## config.mk

```make
export PLATFORM = sky130hd
export DESIGN_NAME = wbdma_busarb
export DESIGN_NICKNAME = d
export VERILOG_FILES = /design/src/rtl/wbdma_busarb.sv
export SDC_FILE = /design/constraint.sdc
export NUM_CORES = 1
export LEC_CHECK = 0
export ABC_AREA = 1
export ABC_CLOCK_PERIOD_IN_PS = 3600
export BUFFER_PORTS_ARGS = -buffer_cell sky130_fd_sc_hd__buf_2
export CAP_MARGIN = 25
export CORE_AREA = 2 2 108 110
export DETAILED_ROUTE_END_ITERATION = 8
export DIE_AREA = 0 0 110 112
export GPL_ROUTABILITY_DRIVEN = 0
export PLACE_DENSITY = 0.46
export SKIP_LAST_GASP = 1
export SLEW_MARGIN = 20
export SYNTH_ARGS = -nofsm -noshare
export SYNTH_HDL_FRONTEND = slang
export SYNTH_SLANG_ARGS = --single-unit
```

## constraint.sdc

```tcl
create_clock -name i_clk -period 3.6 [get_ports i_clk]
set_clock_uncertainty 0.2 [all_clocks]
set_input_delay 0.36 -clock i_clk [delete_from_list [all_inputs] [get_ports i_clk]]
set_output_delay 0.36 -clock i_clk [all_outputs]
set_load 0.01 [all_outputs]
```

## src/rtl/wbdma_busarb.sv

```systemverilog
// Two-master Wishbone pipelined arbiter: CPU on port A, DMA on port B, one system bus.
// Optional hung-cycle abort is enabled by defining WBDMA_BUSARB_TIMEOUT_EN.
module wbdma_busarb #(
  parameter int AW    = 32,
  parameter int DW    = 32,
  parameter int LGOUT = 4,
  parameter int LGTMO = 10
) (
  input  logic          i_clk,
  input  logic          i_rst,
  input  logic          i_a_cyc,
  input  logic          i_a_stb,
  input  logic          i_a_we,
  input  logic [AW-1:0] i_a_addr,
  input  logic [DW-1:0] i_a_data,
  output logic          o_a_ack,
  output logic          o_a_stall,
  output logic          o_a_err,
  input  logic          i_b_cyc,
  input  logic          i_b_stb,
  input  logic          i_b_we,
  input  logic [AW-1:0] i_b_addr,
  input  logic [DW-1:0] i_b_data,
  output logic          o_b_ack,
  output logic          o_b_stall,
  output logic          o_b_err,
  output logic          o_cyc,
  output logic          o_stb,
  output logic          o_we,
  output logic [AW-1:0] o_addr,
  output logic [DW-1:0] o_data,
  input  logic          i_ack,
  input  logic          i_stall,
  input  logic          i_err,
  input  logic [DW-1:0] i_data,
  output logic [DW-1:0] o_rdata
);

  typedef enum logic {OWN_A = 1'b0, OWN_B = 1'b1} owner_e;

  localparam logic [LGOUT:0] NOUT_MAX = (LGOUT+1)'((1 << LGOUT) - 1);
  localparam logic [LGOUT:0] NOUT_ONE = (LGOUT+1)'(1);

  owner_e         owner_q, owner_d;
  logic [LGOUT:0] nout_q, nout_d;
  logic           aborted_q, aborted_d;

  logic           own_b, abort, own_cyc, own_stb, oth_cyc;
  logic [LGOUT:0] nout;
  logic           own_stall, own_ack, own_err, tmo_pulse, accept;

  logic unused_lgtmo;
  assign unused_lgtmo = ^LGTMO;

  // Reset forces the reset-state view combinationally so B loses the bus at once.
  always_comb begin
    own_b   = (owner_q == OWN_B) & ~i_rst;
    abort   = aborted_q & ~i_rst;
    nout    = i_rst ? '0 : nout_q;
    own_cyc = own_b ? i_b_cyc : i_a_cyc;
    own_stb = own_b ? i_b_stb : i_a_stb;
    oth_cyc = own_b ? i_a_cyc : i_b_cyc;
    o_cyc   = own_cyc & ~abort;
    o_stb   = o_cyc & own_stb;
    o_we    = own_b ? i_b_we   : i_a_we;
    o_addr  = own_b ? i_b_addr : i_a_addr;
    o_data  = own_b ? i_b_data : i_a_data;
    o_rdata = i_data;
    accept    = o_stb & ~i_stall;
    own_stall = i_stall | (nout == NOUT_MAX) | abort;
    own_ack   = i_ack & o_cyc & (nout != '0);
    own_err   = (i_err & o_cyc) | tmo_pulse;
    o_a_stall = own_b ? 1'b1 : own_stall;
    o_a_ack   = own_b ? 1'b0 : own_ack;
    o_a_err   = own_b ? 1'b0 : own_err;
    o_b_stall = own_b ? own_stall : 1'b1;
    o_b_ack   = own_b ? own_ack : 1'b0;
    o_b_err   = own_b ? own_err : 1'b0;
  end

  always_comb begin
    owner_d = owner_q;
    if (!own_cyc && oth_cyc)
      owner_d = (owner_q == OWN_B) ? OWN_A : OWN_B;

    nout_d = nout_q;
    if (!o_cyc || i_err)
      nout_d = '0;
    else if (accept && !own_ack)
      nout_d = nout_q + NOUT_ONE;
    else if (!accept && own_ack)
      nout_d = nout_q - NOUT_ONE;

    aborted_d = aborted_q;
    if (!own_cyc)
      aborted_d = 1'b0;
    else if (own_err)
      aborted_d = 1'b1;
  end

  always_ff @(posedge i_clk) begin
    if (i_rst) begin
      owner_q   <= OWN_A;
      nout_q    <= '0;
      aborted_q <= 1'b0;
    end else begin
      owner_q   <= owner_d;
      nout_q    <= nout_d;
      aborted_q <= aborted_d;
    end
  end

`ifdef WBDMA_BUSARB_TIMEOUT_EN
  logic [LGTMO-1:0] timer_q, timer_d;

  // Counts only while the owner is waiting on the bus; any response restarts it.
  always_comb begin
    tmo_pulse = (timer_q == '1) & o_cyc & ~i_rst;
    timer_d   = timer_q;
    if (i_ack || i_err || !o_cyc || tmo_pulse)
      timer_d = '0;
    else if ((nout_q != '0) || o_stb)
      timer_d = timer_q + LGTMO'(1);
  end

  always_ff @(posedge i_clk) begin
    if (i_rst)
      timer_q <= '0;
    else
      timer_q <= timer_d;
  end
`else
  assign tmo_pulse = 1'b0;
`endif

endmodule
```

Word-level counts from Yosys, hierarchy flattened. Cells that the tools add are included. Widths: inputs -> output; s select.

Register bits: 7. Output and inout port bits: 105. Logic and storage cells: 48. Bits in latches: 0. Input bits: 171. Memories kept: 0. RAM bits: 0. Bits in read-only memories: 0.

Divide/modulo/power cells: 0. Bitwise logic cells: 14. Reductions and logical operators: 12. Shifts and indexed selects: 0. Order comparisons: 0. Muxes and demuxes: 16. Add/sub/neg operators: 2. Equality and inequality tests: 1. Multiply operators: 0.

Operators by type and width (count): $mux 32 (2); $mux 5 (3); $mux 1 (11); $and 1x1->1 (8); $add 5x1->5 const B (1); $eq 5x4->1 const B (1); $reduce_bool 5->1 (1); $sub 5x1->5 const B (1); $logic_not 1->1 (4); $not 1->1 (4); $reduce_or 2->1 (2); $logic_and 1x1->1 (3); $or 1x1->1 (2); $reduce_bool 2->1 (1); $logic_or 1x1->1 (1).

Longest topological paths before layout. Gate-level depths: netlist of the first run.

Word-level depth: 10. Mapped depth: 16. Depth with buffers taken out: 16.

Worst setup path after synthesis of the first run. OpenSTA, ideal clock, no wires.

Path type: input port to flip-flop. From: input port i_rst. To: register nout_q[3]. Cell stages on the path: 14. Data required time: 3.291 ns. Setup time: 0.109 ns. Path buffers: 0. Slack: 1.348 ns. Arrival time: 1.943 ns. Cell sequence: inv_2 nand2_4 nand2_1 nand2_1 nand2_1 nor3_1 ha_1 inv_1 ha_1 or2_2 nand3_1 nand3_1 nand2_1 inv_1.

Word-level cells in the longest chain between the ends: 9. Elaborated cells between the ends (all ways): 22. Classes of those cells: mux: 4; bitwise: 9; reduce/logical: 9.

Ends and longest elaborated chain: from (decl) (line 10) `input logic i_rst,`; $not 1->1 (line 57, 58); $and 1x1->1, on equally long branches (line 57, 58); $mux 1 or $not 1->1 (tied branches) (line 60, 63); $and 1x1->1 (line 63) `o_cyc = own_cyc & ~abort;`; $and 1x1->1, on equally long branches (line 71, 64); $and 1x1->1, on equally long branches (line 71, 69); $logic_not 1->1, on equally long branches (line 89, 91); $logic_and 1x1->1, on equally long branches (line 89, 91); $mux 5 or $reduce_bool 2->1 (tied branches); to (signal assigned) (line 108) `nout_q <= nout_d;`; to (decl) (line 45) `logic [LGOUT:0] nout_q, nout_d;`.

Parallel ways exist; a longest one is shown, timed or not. A chain may end at the register's enable or synchronous reset.

Worst setup path in the final report of the first run.
From: register owner_q. To: register nout_q[3].

Word-level cells in the longest chain between the ends: 8. Elaborated cells between the ends (all ways): 17. Classes of those cells: mux: 3; bitwise: 6; reduce/logical: 8.

Ends and longest elaborated chain: from (decl) (line 44) `owner_e owner_q, owner_d;`; from (signal assigned) (line 107) `owner_q <= owner_d;`; $and 1x1->1 * (line 57) `own_b = (owner_q == OWN_B) & ~i_rst;`; $mux 1 (line 60) `own_cyc = own_b ? i_b_cyc : i_a_cyc;`; $and 1x1->1 (line 63); $and 1x1->1, on equally long branches (line 71, 64); $and 1x1->1, on equally long branches (line 71, 69); $logic_not 1->1, on equally long branches (line 89, 91); $logic_and 1x1->1, on equally long branches (line 89, 91); $mux 5 or $reduce_bool 2->1 (tied branches).

Mark *: on every way between the ends. The rest lies on a longest branch, timed or not.

==> results of run 1 <==
[power groups by stage]
stage | logic (uW) | registers, uW | clock network, uW
after global placement | 263 | 83.6 | 0
after CTS | 265 | 82.4 | 193
after floorplan | 158 | 83.0 | 0
after detailed placement | 263 | 83.6 | 0
final | 260 | 82.4 | 191
after global routing | 295 | 82.9 | 199
[worst max path at each step]
stage | endpoint | startpoint | slack [ps]
finish | nout_q[3]$_SDFFE_PP0P_ | owner_q$_SDFFE_PP0P_ | 950
global route | nout_q[3]$_SDFFE_PP0P_ | owner_q$_SDFFE_PP0P_ | 620
CTS | nout_q[3]$_SDFFE_PP0P_ | owner_q$_SDFFE_PP0P_ | 880
detailed placement | nout_q[4]$_SDFFE_PP0P_ | i_rst | 710
global placement | nout_q[3]$_SDFFE_PP0P_ | i_rst | 790
floorplan | nout_q[3]$_SDFFE_PP0P_ | i_rst | 1350
[synth_stat cells]
| library cell | number | area share (%) |
|---|---|---|
| nor2_1 | 15 | 3.5 |
| nor3_1 | 2 | 0.62 |
| buf_6 | 1 | 0.70 |
| dfxtp_1 | 7 | 8.7 |
| nand4_1 | 3 | 1.2 |
| or2_2 | 4 | 1.5 |
| ha_1 | 4 | 3.1 |
| o21ai_0 | 2 | 0.62 |
| buf_2 | 5 | 1.5 |
| inv_1 | 11 | 2.6 |
| nand2_1 | 222 | 51 |
| inv_2 | 3 | 0.70 |
| clkbuf_1 | 3 | 0.70 |
| buf_4 | 37 | 17 |
| and3_1 | 1 | 0.39 |
| nand3_1 | 8 | 2.5 |
| nand2_4 | 1 | 0.70 |
| a21oi_1 | 4 | 1.2 |
| fa_1 | 1 | 1.2 |
[cells by family (layout without fill, tap and decap cells)]
group / Yosys count / after routing / share of synthesized area (%)
flops: 7 / 7 / 8.655
buf+inv: 60 / 231 / 23.34
compound gates: 6 / 6 / 1.855
simple gates: 256 / 256 / 61.82
fa+ha+maj: 5 / 5 / 4.328
[sequential cells by signal (all words and copies together), names as in the netlist]
name       count
aborted_q      1
nout_q         5
owner_q        1
[layout make-up]
| class | count | area (sq um) | area share (%) |
|---|---|---|---|
| Multi-Input combinational cell | 267 | 1101 | 41.98 |
| Timing Repair Buffer | 213 | 1071 | 40.84 |
| Tap cell | 143 | 178.9 | 6.823 |
| Sequential cell | 7 | 140.1 | 5.343 |
| Clock buffer | 4 | 78.83 | 3.006 |
| Inverter | 14 | 52.55 | 2.004 |
[metal layers]
metal / vias to the layer above / wire length (microns)
li1: 1313 / -
met1: 1033 / 2495
met2: 133 / 3193
met3: 4 / 741
met4: 0 / 17
met5: - / 0
[cell usage in the layout, fill, tap and decap left out]
cell type / synthesis / routed
a21oi_1: 4 / 4
buf_2: 5 / 211
nor2_1: 15 / 15
ha_1: 4 / 4
clkbuf_16: 0 / 3
dfxtp_1: 7 / 7
nand2_1: 222 / 222
nand2_4: 1 / 1
buf_4: 37 / 2
o21ai_0: 2 / 2
clkbuf_1: 3 / 1
or2_2: 4 / 4
and3_1: 1 / 1
fa_1: 1 / 1
nand3_1: 8 / 8
nor3_1: 2 / 2
nand4_1: 3 / 3
inv_2: 3 / 3
inv_1: 11 / 11
[per-stage QoR]
stage                     util (%)  cell area [sq um]
final                        23.47               2623
after global routing         23.47               2623
after CTS                    23.47               2623
after detailed placement     22.76               2544
after global placement       22.76               2544
after floorplan                  -               1619
[worst reg2reg max path, stage by stage (launching register included)]
cell,delay [ps]
dfxtp_1,350
nand2_4,320
nand2_1,90
nand2_1,130
nand2_1,110
nor3_1,170
ha_1,190
inv_1,110
ha_1,320
or2_2,310
nand3_1,90
nand3_1,70
nand2_1,60
inv_1,30
==> flow_metrics.py, run 1 <==
metrics = {
    "layout": {
        "fin_nets": 682,
        "drive_gt1_share_pct": 44.36,
        "final.fill_count": 1285,
        "area_growth_pct": 61.98,
        "n_antenna_cell": 0,
        "fin_cells": 648,
    },
    "synth": {
        "synth_seq_cells": 7,
        "yosysWarnings": 0,
        "syn_inst": 334,
        "synth_cell_types": 19,
        "yosysSeqAreaShare_pct": 8.655,
        "syn-num-nets": 510,
        "synthesis.area_sq_um": 1619,
        "syn_avg_cell_area_sq_um": 4.847,
    },
    "sta": {
        "layout_setup_ws_ps": 947.1,
        "finalCriticalPeriod_ps": 2653,
        "hold_ws_ps": 127.5,
        "drv_slew": 0,
        "finalCritPeriodShare_pct": 73.69,
        "tns_ps": 0,
        "relSlewSlack_pct": 55.45,
        "rsz0062_at_grt": "no",
        "tightest_slew_ps": 668.2,
        "finalHoldViolCount": 0,
        "report.final.setup_viol": 0,
        "max_freq_mhz": 377.0,
    },
    "cts": {
        "clk-insertion-delay-late_ps": 230,
        "clk_pin_slew_ps": 40,
        "cts_hold_buf": 0,
        "cts.htree.levels": 1,
        "root_buffer": "clkbuf_16",
        "cts_tree": "built",
        "numCtsBuffers": 3,
        "postCtsSetupBuffers": 0,
        "clock_path_buffers": 2,
        "cts_sinks": 7,
        "cts-resized-gates": 0,
    },
    "power_and_ir_drop": {
        "seqPwrFrac_pct": 15.5,
        "total_power_uw": 533.3,
        "swShare_pct": 33.75,
        "pwr-share-clk_pct": 35.8,
        "combPwrFrac_pct": 48.8,
        "p_switching_uw": 180.0,
        "powerDensity_nw_per_um2": 203.3,
        "ir_worst_vdd_mv": 0.2859,
        "p_leak_uw": 0.001731,
        "p_int_uw": 353.3,
    },
    "setup_path": {
        "slowest_delay_ps": 350,
        "critPathBufInv": 2,
        "r2r-end": "nout_q[3]$_SDFFE_PP0P_",
        "start_kind": "flip-flop",
        "path_max_fanout": 38,
        "arrival_ps": 2580,
        "cp_slowest_cell": "dfxtp_1",
        "critical_path.cell_chain": "nand2_4 > nand2_1 > nand2_1 > nand2_1 > nor3_1 > ha_1 > inv_1 > ha_1 > or2_2 > nand3_1 > nand3_1 > nand2_1 > inv_1",
        "end_kind": "flip-flop",
        "reg2reg_from": "owner_q$_SDFFE_PP0P_",
        "r2r_slack_ps": 950,
        "crit_top_cell": "nand2_1",
        "cp_top_family": "simple AND/OR/NAND/NOR gates",
        "cp_num_cells": 13,
        "worstRegToRegCells": 13,
        "required_ps": 3530,
        "critPathKind": "reg -> reg",
    },
    "floorplanning": {
        "rows": 39,
        "die_h_microns": 112,
        "core_area_sq_um": 11170,
        "fp.dieArea_sq_um": 12320,
        "ioPinCount": 276,
        "start_util_pct": 14.49,
        "die_x_microns": 110,
    },
    "detailed_routing": {
        "final_antenna_net_count": 0,
        "detail_route.wirelength_microns": 6448,
        "routedWlPerCell_microns": 9.951,
        "first_iter_violations": 91,
        "drt_pre_antenna_iters": 4,
        "drc": 0,
        "routed_via_density": 3.832,
        "vias": 2483,
    },
    "global_routing": {
        "grt_max_degree": 68,
        "grt_pass1_vias": 2191,
        "grt_pass1_wl_microns": 9473,
        "grt_antenna_before_repair": 0,
        "grt_busiest_layer": "met2",
        "grtUsageMet3_pct": 2.283,
        "grt.overflow.total": 0,
        "track_usage_pct": 9.226,
        "use_met2_pct": 18.00,
        "grtUsageMet1_pct": 10.12,
    },
    "place": {
        "place_hpwl_microns": 5369,
        "numPortBuffers": 211,
        "dp.cells": 644,
        "pre_cts_slack_ps": 709.4,
    },
    "min_path": {
        "worst_hold_path.endpoint": "owner_q$_SDFFE_PP0P_",
        "hold_class": "in -> reg",
        "worstHoldStart": "i_a_cyc",
        "worstHoldPathCells": 2,
    },
    "outcome": {
        "outcome": "finished, final reports clean",
    },
    "job": {
        "max_cap_viol_count": 0,
    },
}
Power figures use the tool's default switching activity.
==> run 2: changes to the inputs <==
ABC_CLOCK_PERIOD_IN_PS = 2100   (was 3600)
CORE_AREA = 2 2 109 111   (was 2 2 108 110)
DIE_AREA = 0 0 111 113   (was 0 0 110 112)
PLACE_DENSITY = 0.47   (was 0.46)
clock period = 2.1 ns   (was 3.6 ns; I/O delays follow)
==> run 2 against run 1 <==
  * Sequential share of layout area down 0.36 points
  * Flip-flop and latch count unchanged
  * Setup slack worse by 940 ps
  * Via count up 3.7%
  * Largest power group unchanged
  * Largest cell class is now buffers
  * Hold slack worse by 84 ps
  * First-iteration DRC count down 41%
==> flow_metrics.py, run 2 (synthesis results as in run 1) <==
metrics = {
    "layout": {
        "final.fill_count": 1269,
        "design_area_sq_um": 2887,
        "largest_reg_flops": 5,
        "area_growth_pct": 78.28,
        "fin_cells": 667,
        "n_antenna_cell": 0,
        "final_common_cell": "nand2_1",
        "largest-register": "nout_q",
        "fin_nets": 701,
        "finish.utilization_pct": 25.61,
        "reg_top3": "nout_q x5, aborted_q x1, owner_q x1",
        "drive_gt1_share_pct": 49.62,
        "layout_common_cells": "217 x nand2_1, 211 x buf_2, 18 x buf_4, 15 x nor2_1, 10 x inv_1",
    },
    "sta": {
        "finalCriticalPeriod_ps": 2092,
        "rsz0062_at_grt": "yes",
        "relSlewSlack_pct": 75.28,
        "finalCritPeriodShare_pct": 99.61,
        "report.final.setup_viol": 0,
        "finalHoldViolCount": 0,
        "hold_ws_ps": 43.86,
        "drv_slew": 0,
        "tightest_slew_ps": 370.8,
        "max_freq_mhz": 478.1,
    },
    "floorplanning": {
        "ioPinCount": 276,
        "start_util_pct": 14.36,
        "die_h_microns": 113,
        "fp.dieArea_sq_um": 12540,
        "rows": 39,
        "die_x_microns": 111,
        "core_area_sq_um": 11270,
    },
    "setup_path": {
        "r2r-end": "nout_q[4]$_SDFFE_PP0P_",
        "end_kind": "flip-flop",
        "start_kind": "flip-flop",
        "cp_slowest_cell": "dfxtp_4",
        "critical_path.cell_chain": "nand2_4 > nand2_2 > nand2_2 > nand2_2 > nor3_2 > ha_2 > inv_4 > fa_2 > nand2_2 > nand2_2 > nand3_2 > nand3_2 > nand2_1 > inv_1",
        "crit_top_cell": "nand2_2",
        "arrival_ps": 2020,
        "worstRegToRegCells": 14,
        "r2r_slack_ps": 8,
        "critPathKind": "reg -> reg",
        "required_ps": 2030,
        "reg2reg_from": "owner_q$_SDFFE_PP0P_",
        "slowest_delay_ps": 350,
        "path_max_fanout": 5,
    },
    "min_path": {
        "hold_class": "in -> reg",
        "worstHoldStart": "i_b_cyc",
        "worst_hold_path.endpoint": "owner_q$_SDFFE_PP0P_",
        "worstHoldPathCells": 3,
    },
    "power_and_ir_drop": {
        "ir_worst_vdd_mv": 0.2082,
        "p_leak_uw": 0.001837,
        "powerDensity_nw_per_um2": 333.6,
        "total_power_uw": 962.8,
    },
    "cts": {
        "root_buffer": "clkbuf_16",
        "cts_sinks": 7,
        "cts_tree": "built",
        "numCtsBuffers": 3,
        "clock_path_buffers": 2,
        "clk-insertion-delay-late_ps": 240,
        "clk_pin_slew_ps": 40,
        "cts.htree.levels": 1,
    },
    "detailed_routing": {
        "routedWlPerCell_microns": 10.48,
        "drt_pre_antenna_iters": 4,
        "vias": 2574,
        "routed_via_density": 3.859,
        "dr_wl_met3_microns": 739,
        "wl_met1_microns": 2631,
        "drc": 0,
        "final_antenna_net_count": 0,
        "routed.top_layer": "met4",
        "first_iter_violations": 54,
        "detail_route.wirelength_microns": 6990,
        "dr_wl_met2_microns": 3588,
    },
    "global_routing": {
        "track_usage_pct": 9.594,
        "grt_pass1_vias": 2311,
        "grt_max_degree": 68,
        "grt_antenna_before_repair": 0,
        "grt.overflow.total": 0,
        "grt_pass1_wl_microns": 10230,
    },
    "place": {
        "numPortBuffers": 211,
        "place_hpwl_microns": 5540,
        "placed_cell_area_sq_um": 2700,
        "dp.cells": 658,
    },
    "outcome": {
        "outcome": "finished, final reports clean",
    },
    "job": {
        "max_cap_viol_count": 0,
    },
}
run 2: cell types whose count changed in the layout (fill, tap and decap cells not counted), moves of 2 or more:
cell	change
nand3_2	+4
a21oi_2	+2
or2_2	-3
ha_1	-3
buf_4	+16
a21oi_1	-2
ha_4	+2
or2_4	+3
nand2_2	+5
nand3_1	-4
nand2_1	-5
run 2: layout make-up:
type / count / area, sq um / area share [%]
Timing Repair Buffer: 232 / 1246 / 43.17
Multi-Input combinational cell: 267 / 1184 / 41.01
Tap cell: 143 / 178.9 / 6.199
Sequential cell: 7 / 143.9 / 4.985
Clock buffer: 4 / 78.83 / 2.731
Inverter: 14 / 55.05 / 1.907
run 2: worst max path at each step:
stage / startpoint / end / slack, ps
floorplan: owner_q$_SDFFE_PP0P_ / nout_q[2]$_SDFFE_PP0P_ / 7
global placement: i_rst / nout_q[2]$_SDFFE_PP0P_ / -120
detailed placement: i_rst / nout_q[2]$_SDFFE_PP0P_ / -130
CTS: owner_q$_SDFFE_PP0P_ / nout_q[4]$_SDFFE_PP0P_ / -30
global route: owner_q$_SDFFE_PP0P_ / nout_q[4]$_SDFFE_PP0P_ / -90
finish: owner_q$_SDFFE_PP0P_ / nout_q[4]$_SDFFE_PP0P_ / 8
run 2: worst max-delay path: cells and delay by family, from the launching register on:
| kind | cells | cell delay [ps] |
|---|---|---|
| adders and majority gates | 2 | 570 |
| and+or+nand+nor | 10 | 760 |
| DFF | 1 | 350 |
| buffers and inverters | 2 | 100 |
run 2: timing repair:
action,CTS,global route
resized for setup,11,4
hold buffers,1,0
pin swaps,13,12
gates cloned,0,1
endpoints found under the hold margin,1,0
buffers inserted,3,0
setup endpoints to repair,4,54
run 2: through the flow:
step | TNS [ps] | setup WS, ps
3_3_place_gp | -282.8 | -119.7
6_report | 0 | 8.291
5_1_grt | -2952 | -94.97
4_1_cts | -85.03 | -31.95
3_5_place_dp | -328.1 | -133.2
2_1_floorplan | 0 | 6.739
run 2: per-layer routing:
metal,vias up,track usage (%)
met4,0,1.083
li1,1351,-
met2,165,18.90
met3,4,2.785
met1,1054,10.45
met5,-,0
run 2: report_power, final:
part / switching (uW) / total (uW) / internal, uW
sequential: 2.76 / 139 / 137
combinational: 245 / 489 / 244
clock: 81.4 / 335 / 254
total: 329 / 963 / 634
==> run 3: changes to the inputs <==
BUFFER_PORTS_ARGS = unset   (was -buffer_cell sky130_fd_sc_hd__buf_2)
CORE_AREA = 2 2 108 110   (was 2 2 109 111)
CTS_CLUSTER_DIAMETER = 50   (was unset)
DIE_AREA = 0 0 110 112   (was 0 0 111 113)
DONT_BUFFER_PORTS = 1   (was unset)
PLACE_DENSITY = 0.3   (was 0.47)
==> run 3 against run 2 <==
  * Final cell count shrank 31%
  * Clock-buffer cell count shrank 1
  * Hold slack lost 3.9 ps
  * Clock power shrank 2%
  * Via count shrank 26%
  * Die area shrank 1.8%
  * Largest power group is now clock
  * Register-to-register slack is essentially flat
  * Global-route usage shrank 1.2 points
  * Highest routed layer unchanged
==> flow_metrics.py, run 3 (synthesis results as in run 1) <==
metrics = {
    "outcome": {
        "outcome": "finished, final reports clean",
    },
    "floorplanning": {
        "die_h_microns": 112,
        "start_util_pct": 14.49,
        "ioPinCount": 276,
        "die_x_microns": 110,
        "core_area_sq_um": 11170,
        "rows": 39,
        "fp.dieArea_sq_um": 12320,
    },
    "layout": {
        "fin_nets": 491,
        "final.fill_count": 1288,
        "final_common_cell": "nand2_1",
        "layout_common_cells": "216 x nand2_1, 18 x buf_4, 15 x nor2_1, 10 x inv_1",
        "n_antenna_cell": 0,
        "largest-register": "nout_q",
        "area_growth_pct": 12.06,
        "largest_reg_flops": 5,
        "drive_gt1_share_pct": 15.92,
        "reg_top3": "nout_q x5, aborted_q x1, owner_q x1",
    },
    "sta": {
        "tns_ps": 0,
        "relSlewSlack_pct": 72.46,
        "tightest_slew_ps": 413.1,
        "finalHoldViolCount": 0,
        "hold_ws_ps": 39.93,
        "drv_slew": 0,
        "finalCritPeriodShare_pct": 99.36,
        "report.final.setup_viol": 0,
        "rsz0062_at_grt": "yes",
        "finalCriticalPeriod_ps": 2087,
        "max_freq_mhz": 479.2,
    },
    "power_and_ir_drop": {
        "ir_worst_vdd_mv": 0.1381,
        "p_int_uw": 474.3,
        "combPwrFrac_pct": 37.2,
        "p_leak_uw": 0.0009997,
        "pwr-share-clk_pct": 44.1,
        "swShare_pct": 36.27,
        "seqPwrFrac_pct": 18.7,
        "p_switching_uw": 269.9,
        "powerDensity_nw_per_um2": 410.2,
    },
    "detailed_routing": {
        "drt_pre_antenna_iters": 4,
        "routedWlPerCell_microns": 13.39,
        "vias": 1910,
        "routed_via_density": 4.179,
        "detail_route.wirelength_microns": 6120,
        "first_iter_violations": 64,
        "drc": 0,
        "final_antenna_net_count": 0,
    },
    "global_routing": {
        "grt_antenna_before_repair": 0,
        "grt_pass1_vias": 1522,
        "track_usage_pct": 8.363,
        "grt_pass1_wl_microns": 7852,
        "grt.overflow.total": 0,
        "grt_max_degree": 43,
    },
    "setup_path": {
        "start_kind": "flip-flop",
        "path_max_fanout": 5,
        "required_ps": 2030,
        "arrival_ps": 2020,
        "end_kind": "flip-flop",
        "critPathKind": "reg -> reg",
    },
    "cts": {
        "cts.htree.levels": 1,
        "numCtsBuffers": 3,
        "cts_tree": "built",
        "clock_path_buffers": 2,
        "cts_sinks": 7,
        "root_buffer": "clkbuf_16",
        "clk-insertion-delay-late_ps": 230,
        "clk_pin_slew_ps": 40,
    },
    "place": {
        "place_hpwl_microns": 5230,
        "numPortBuffers": 0,
    },
    "job": {
        "max_cap_viol_count": 0,
    },
    "min_path": {
        "hold_class": "in -> reg",
    },
}
-- run 3: per-layer routing --
layer  routed length (microns)  share of wire, %  global-route usage, %
met1                      2236                37                  9.823
met2                      3104                51                  15.09
met3                       742                12                  2.342
met4                        36              0.59                  1.350
met5                         0                 0                      0
-- run 3: cell type report --
class | instances | area [sq um] | area share [%]
tap | 143 | 178.9 | 9.862
timing repair buffer | 22 | 177.7 | 9.793
inverter | 14 | 55.05 | 3.034
clock buffer | 3 | 75.07 | 4.138
clock inverter | 1 | 5.005 | 0.2759
multi-input combinational | 267 | 1179 | 64.97
sequential | 7 | 143.9 | 7.931
-- run 3: final timing paths --
check	from	end	slack, ps	cells past startpoint
setup reg to reg	owner_q$_SDFFE_PP0P_	nout_q[4]$_SDFFE_PP0P_	10	14
setup / recovery	owner_q$_SDFFE_PP0P_	nout_q[4]$_SDFFE_PP0P_	10	14
hold / removal	i_err	aborted_q$_SDFFE_PP0P_	40	2
hold reg to reg	nout_q[0]$_SDFFE_PP0P_	nout_q[0]$_SDFFE_PP0P_	410	3
-- run 3: repair_timing --
action / CTS / global route
endpoints found under the setup margin: 3 / 64
endpoints found under the hold margin: 1 / 0
setup buffers: 0 / 1
resized for setup: 3 / 13
pin swaps: 2 / 2
hold buffers: 2 / 0
-- run 3: per-stage QoR --
step	setup WS (ps)	area [sq um]	std cells	total power [uW]	util [%]
6_report	13.40	1814	457	744.2	16.24
5_1_grt	-141.6	1814	457	793.1	16.24
4_1_cts	-7.594	1763	456	748.1	15.78
3_5_place_dp	-57.47	1654	450	409.0	14.80
3_3_place_gp	-50.50	1654	450	410.2	14.80
2_1_floorplan	6.739	1658	334	418.7	-
-- run 3: critical path, stage by stage, from the launching register on --
cell	delay (ps)
dfxtp_4	350
nand2_4	80
nand2_2	50
nand2_2	80
nand2_2	60
nor3_2	120
ha_2	230
inv_4	70
fa_2	350
nand2_2	80
nand2_1	70
nand3_1	80
nand3_1	70
nand2_1	60
inv_1	30
-- run 3: power by group through the flow --
stage               clock, uW  sequential, uW  combinational, uW
finish                    328             140                277
global route              340             140                313
CTS                       336             140                272
detailed placement          0             142                267
global placement            0             142                268
floorplan                   0             143                276
